==> config.mk <==
export PLATFORM = sky130hd
export DESIGN_NAME = half_pack_ctrl
export DESIGN_NICKNAME = d
export VERILOG_FILES = /design/src/rtl/half_pkg.sv /design/src/rtl/uint8_to_half.sv /design/src/rtl/half_pack_ctrl.sv
export SDC_FILE = /design/constraint.sdc
export NUM_CORES = 1
export LEC_CHECK = 0
export CAP_MARGIN = 30
export CORE_UTILIZATION = 40
export CTS_CLUSTER_DIAMETER = 30
export DETAILED_ROUTE_END_ITERATION = 8
export SYNTH_ARGS = -nofsm -noshare
export SYNTH_HDL_FRONTEND = slang
export SYNTH_HIERARCHICAL = 1
export SYNTH_SLANG_ARGS = --single-unit
==> constraint.sdc <==
create_clock -name clk -period 7.5 [get_ports clk]
set_input_delay 0.75 -clock clk [delete_from_list [all_inputs] [get_ports clk]]
set_output_delay 0.75 -clock clk [all_outputs]
set_load 0.1 [all_outputs]
==> src/rtl/half_pkg.sv <==
// half_pkg: shared FSM type and half-precision constants for the byte-to-half packer
package half_pkg;
  typedef enum logic [1:0] {IDLE, RUN, EMIT, DONE} pack_state_t;
  localparam int HALF_W = 16;
  localparam logic [15:0] HALF_ZERO = 16'h0000;
endpackage

==> src/rtl/uint8_to_half.sv <==
// uint8_to_half: combinational unsigned byte to IEEE-754 binary16 conversion
module uint8_to_half
  import half_pkg::*;
(
  input  logic [7:0]        val,
  output logic [HALF_W-1:0] half
);
  logic [2:0] msb;
  logic [9:0] mant;
  // position of the highest set bit; later (higher) bits override earlier ones
  always_comb begin
    msb = 3'd0;
    for (int i = 0; i < 8; i++) msb = val[i] ? 3'(i) : msb;
  end
  assign mant = {2'b00, val} << (4'd10 - {1'b0, msb});
  assign half = (val == 8'd0) ? HALF_ZERO : {1'b0, 5'd15 + {2'b00, msb}, mant};
endmodule

==> src/rtl/half_pack_ctrl.sv <==
// half_pack_ctrl: frames a byte stream, converts each byte to half and packs LANES halves per word
module half_pack_ctrl
  import half_pkg::*;
#(
  parameter int LANES = 2,
  parameter int LEN_W = 16
) (
  input  logic                    clk,
  input  logic                    rst,
  input  logic                    start,
  input  logic [LEN_W-1:0]        frame_len,
  output logic                    busy,
  output logic                    done,
  input  logic                    in_valid,
  output logic                    in_ready,
  input  logic [7:0]              in_data,
  output logic                    out_valid,
  input  logic                    out_ready,
  output logic [HALF_W*LANES-1:0] out_data,
  output logic                    out_last
);
  localparam int IW = (LANES > 1) ? $clog2(LANES) : 1;
  localparam logic [IW-1:0] LAST_LANE = IW'(LANES - 1);
  localparam logic [LEN_W-1:0] ONE = LEN_W'(1);
  pack_state_t state, nxt;
  logic [HALF_W-1:0] lane_q [LANES];
  logic [IW-1:0] lane_idx;
  logic [LEN_W-1:0] elem, len;
  logic [HALF_W-1:0] half;
  logic acc, last_elem, word_end;
  uint8_to_half u_cvt (.val(in_data), .half(half));
  assign in_ready  = state == RUN;
  assign out_valid = state == EMIT;
  assign done      = state == DONE;
  assign busy      = state != IDLE;
  assign acc       = in_valid & in_ready;
  assign last_elem = elem == len - ONE;
  assign word_end  = (lane_idx == LAST_LANE) || last_elem;
  for (genvar g = 0; g < LANES; g++) begin : g_pack
    assign out_data[HALF_W*g +: HALF_W] = lane_q[g];
  end
  // state register
  always_ff @(posedge clk) state <= rst ? IDLE : nxt;
  // next state: a zero-length frame goes straight to DONE, a full or final word goes to EMIT
  always_comb begin
    nxt = state;
    case (state)
      IDLE:    nxt = start ? ((frame_len == '0) ? DONE : RUN) : IDLE;
      RUN:     nxt = (acc && word_end) ? EMIT : RUN;
      EMIT:    nxt = out_ready ? (out_last ? DONE : RUN) : EMIT;
      default: nxt = IDLE;
    endcase
  end
  // lanes and counters; lanes are zeroed after each emitted word so a short final word pads with 0
  always_ff @(posedge clk) begin
    if (rst) begin
      for (int i = 0; i < LANES; i++) lane_q[i] <= HALF_ZERO;
      lane_idx <= '0;
      elem     <= '0;
      len      <= '0;
      out_last <= 1'b0;
    end else if (state == IDLE && start) begin
      len      <= frame_len;
      elem     <= '0;
      lane_idx <= '0;
      out_last <= 1'b0;
    end else if (acc) begin
      lane_q[lane_idx] <= half;
      lane_idx <= lane_idx + 1'b1;
      elem     <= elem + ONE;
      out_last <= last_elem;
    end else if (out_valid && out_ready) begin
      for (int i = 0; i < LANES; i++) lane_q[i] <= HALF_ZERO;
      lane_idx <= '0;
      out_last <= 1'b0;
    end
  end
endmodule
; Word level (Yosys, flattened, before mapping)
; Memory sizes are Yosys's and may differ from the RTL's.
; Cells that the tools add are included.
[word_totals]
register_bits = 36
ram_bits = 30
inputBits = 29
out_inout_bits = 37
wordCells = 63
n_memories = 1
[op_classes]
n_addsub = 5
eq_ne = 4
shift = 1
muxes = 33
n_bitwise = 3
reduce_logical = 11
[mem_list]
columns = memory, depth, width, read_ports, rd_ports_with_merged_regs, wr, line_no
row1 = lane_q, 2, 15, 2, 0, 2, half_pack_ctrl.sv:26  ; logic [HALF_W-1:0] lane_q [LANES];
[op_table]
columns = operator, n
row1 = two-way mux 15 bit, 4
row2 = two-way mux 3 bit, 6
row3 = two-way mux 1 bit, 17
row4 = "adder 16 x 1 -> 16 bit, second input constant", 1
row5 = == test 16 bit, 1
row6 = logical NOT 16 bit, 1
row7 = "subtractor 16 x 1 -> 16 bit, second input constant", 1
row8 = OR reduction 15 bit, 1
row9 = two-way mux 2 bit, 5
row10 = left shift 8 x 4 -> 10 bit, 1
row11 = logical NOT 8 bit, 1
row12 = case mux 2 bit (3 select lines), 1
row13 = "adder 4 x 3 -> 5 bit, first input constant", 1
row14 = "== test 2 bit, second input constant", 2
row15 = nonzero test 2 bit, 2
row16 = "subtractor 4 x 3 -> 4 bit, first input constant", 1
row17 = logical AND 1 bit, 3
row18 = "== test 2 x 1 -> 1 bit, second input constant", 1
row19 = logical NOT 2 bit, 1
row20 = OR 1 bit, 2
row21 = OR reduction 2 bit, 1
row22 = "adder 1 bit, second input constant", 1
row23 = bitwise AND 1 bit, 1
row24 = logical OR 1 bit, 1

; Longest topological paths before layout
[depth]
ltp_word = 11
depth_mapped = 12
depth_no_buf = 10

; Cells and area by module
; The synthesis kept the hierarchy.
[modules_own_cells]
columns = mod, instances, cells_each, area_per_inst_um2, seq_area_each_um2
row1 = half_pack_ctrl, 1, 348, 3357.0, 1681.6
row2 = uint8_to_half, 1, 110, 704.4, 0.0

; Worst setup path before layout
; No wires, ideal clock.
[synth_timing]
path_type = in2reg
start = in in_data[4]
end = mem lane_q[0][8] (netlist bit) (data pin)
setup_time_ns = 0.255
t_arrival_ns = 2.919
required_time_ns = 7.245
slack_ns = 4.326
path_stages = 12
n_path_buf = 2
path_cell_list = buf_2 -> or2b_2 -> a31oi_4 -> inv_2 -> ha_1 -> clkbuf_1 -> mux2i_1 -> nand2_1 -> nand2_1 -> nor3_1 -> o31a_1 -> and2_1
[synth_lines]
columns = item, line_no
row1 = start: declaration, half_pack_ctrl.sv:16  ; input logic [7:0] in_data,
row2 = end: declaration, half_pack_ctrl.sv:26

==> impl_metrics.yaml <==
final_layout:
  diodes: 0
  area_delta_synth_final_pct: 22.0
  drive_above_1_share_pct: 7.36
  layout.nets: 545
  finish.utilization_pct: 50.4
  fill_cells: 966
worst_setup_path:
  criticalPathCategory: "primary input to flip-flop"
  r2r_setup_slack_ns: 5.04
  start_kind: "primary input"
  crit_path_max_fanout: 20
  r2r-end: "state[1]"
  cp.required_ns: 7.61
  endpoint_kind: "flip-flop"
  reg2reg_from: "len[0]"
  worstPathArrival_ns: 3.79
  r2r_cells: 8
logic_synthesis:
  synth.avg_cell_area_sq_um: 8.87
  syn-cell-area_sq_um: 4060
  synth_top_area_share_pct: 23.7
  synth_edf_count: 32
  synth_top_area_cell: "edfxtp_1"
  ys_types: 71
  synth_ff_type: "dfxtp_1"
  syn-num-nets: 492
  async_flop_share_pct: 0
  yosysSeqAreaShare_pct: 41.4
  ys_ff_latch: 68
  ys_warn_count: 6
  synth_area_leaders: "edfxtp_1, dfxtp_1, and2_1"
  synth_cells: 458
clock_network:
  cts-root-buf: "clkbuf_8"
  cts.htree.levels: 3
  cts_hold_buf: 0
  cts-resized-gates: 0
  clockBufferDepth: 2
  cts.sinks: 68
  cts_tree: "yes"
  path_clk_slew_ns: 0.08
  cts_inserted_buffers: 9
  clk_latency_ns: 0.35
  cts_setup_buffers: 0
detailed_routing:
  initialDrtViolationCount: 102
  drc_errors: 0
  wirelength_mm: 10.1
  ant_nets: 0
  dr_total_vias: 3411
  vias_per_cell: 5.26
  wl_per_cell_um: 15.6
  firstDrtPassIters: 5
timing:
  drv_slew: 0
  worst_clock_skew_ns: 0.0113
  setup_tns_ns: 0
  rsz0062_at_grt: "no"
  hold_violations: 0
  fmax_mhz: 271
  relSlewSlack_pct: 31.1
  min_period_ns: 3.69
  setup_viol: 0
  worst_hold_slack_ns: 0.495
  finalCritPeriodShare_pct: 49.1
  tightest_slew_ns: 1.03
placed_design:
  dp_hpwl_mm: 7.38
  io_buffers: 65
  routabilityCongestion: 0.869
power:
  p_clk_share_pct: 31.7
  ir_drop_v: 0.000120
  intPower_uw: 663
  p_seq_share_pct: 42.4
  swShare_pct: 33.7
  p_leak_uw: 0.00180
  power_switching_uw: 336
  power.density_nw_per_um2: 202
  pwr-share-comb_pct: 26.0
worst_hold_path:
  min_from: "len[15]"
  hold_end: "len[15]"
  hold_depth: 2
  hold_path_class: "flip-flop to flip-flop"
grt:
  grt_pass1_vias: 3179
  grt_start_max_net_pins: 22
  grt.total_usage_pct: 19.9
  overflow: 0
  grt_pass1_wl_mm: 15.8
  antenna_found_initial: 0
outcome:
  status: "completed"
run:
  max-cap-violations: 0
floorplan:
  fp-row-count: 36
  die_area_sq_um: 10600
  pin_count: 66
  start_util_pct: 41.4
  die-width_um: 103
  core_sq_um: 9820
  die_h_um: 103
-- cell type report --
cell class,instances,area (sq um),area share [%]
Multi-Input combinational cell,351,2170,43.8
Sequential cell,68,1680,33.9
Timing Repair Buffer,69,681,13.7
Tap cell,133,166,3.36
Clock buffer,10,149,3.01
Clock inverter,6,60.1,1.21
Inverter,12,45.0,0.909
-- cells in the mapped netlist (3+ instances only) --
| library cell | n |
|---|---|
| inv_1 | 11 |
| ha_1 | 5 |
| clkbuf_8 | 3 |
| xnor2_1 | 14 |
| nand3b_1 | 5 |
| and3_1 | 5 |
| nor2b_1 | 6 |
| o2111ai_1 | 4 |
| nand2_1 | 62 |
| o21ai_0 | 14 |
| nor3b_1 | 6 |
| a21oi_1 | 23 |
| a31oi_1 | 3 |
| edfxtp_1 | 32 |
| nand2b_1 | 6 |
| nand4_1 | 4 |
| nor4_1 | 8 |
| clkbuf_1 | 16 |
| or3_1 | 3 |
| buf_6 | 3 |
| and2_1 | 38 |
| xor2_1 | 17 |
| nor2_1 | 48 |
| o211ai_1 | 6 |
| dfxtp_1 | 36 |
| a2bb2oi_1 | 3 |
| nor3_1 | 14 |
| o31a_1 | 4 |
| nand3_1 | 5 |
-- layout by cell type (no fill, tap or decap), types with 5 or more instances in the layout --
cell type,n
nand2_1,62
dfxtp_1,36
and3_1,5
o21ai_0,13
xor2_1,17
clkdlybuf4s50_1,65
nor3b_1,6
xnor2_1,14
o211ai_1,6
clkbuf_8,9
nand3_1,5
nor3_1,14
edfxtp_1,32
nor4_1,8
inv_1,11
nand2b_1,6
and2_1,38
ha_1,5
nor2_1,48
nor2b_1,6
a21oi_1,23
nand3b_1,5
-- worst max-delay path by stage --
stage	start	end	slack (ns)	cells after the start
global placement	in_data[3]	lane_q[0][9]	3.50	11
CTS	in_data[3]	lane_q[0][9]	3.82	11
global route	in_data[3]	lane_q[0][9]	3.60	11
floorplan	in_data[4]	lane_q[0][8]	4.33	12
finish	in_data[3]	lane_q[0][9]	3.81	11
detailed placement	in_data[3]	lane_q[0][9]	3.44	11
-- cells by family (layout without fill, tap and decap cells) --
group                      Yosys count  after routing  share of synthesized area, %
AOI/OAI and AO/OA                   80             80                          13.9
xor gates and xnor gates            31             31                          6.69
adders and majority gates            5              5                          1.54
buffers and inverters               39             97                          5.14
DFF                                 68             68                          41.4
muxes                                3              3                         0.770
other                                1              1                        0.0923
and+or+nand+nor                    231            231                          30.5
-- power groups by stage --
stage               Clock [uW]  Combinational, uW  Sequential, uW
floorplan                    0                128             498
global placement             0                258             431
detailed placement           0                259             431
CTS                        327                260             423
global route               341                277             426
finish                     317                259             423
-- layer usage --
| metal | global-route usage (%) | share of wire [%] | vias up | wire length [um] |
|---|---|---|---|---|
| li1 | - | - | 1721 | - |
| met1 | 26.8 | 48 | 1596 | 4870 |
| met2 | 30.2 | 44 | 81 | 4490 |
| met3 | 6.31 | 6.2 | 13 | 631 |
| met4 | 6.50 | 1.5 | 0 | 150 |
| met5 | 0 | 0 | - | 0 |
-- flip-flops by register name (all words and copies together) (netlist names) --
signal    cells
lane_idx      1
state         2
elem         16
len          16
out_last      1
lane_q       32
-- critical path, stage by stage --
cell	delay, ns
clkdlybuf4s50_1	0.69
or2b_2	0.37
a31oi_4	0.29
inv_2	0.07
ha_1	0.65
inv_1	0.15
a21oi_1	0.18
a221o_1	0.20
nor2_1	0.05
o31a_1	0.25
and2_1	0.13
-- per-stage QoR --
step	worst slack [ns]	power, uW	instances	cell area (sq um)
finish	3.81	999	649	4950
global route	3.60	1040	649	4950
CTS	3.82	1010	649	4950
detailed placement	3.44	690	633	4740
global placement	3.50	689	633	4740
floorplan	4.33	626	458	4060
Power figures use the tool's default switching activity.
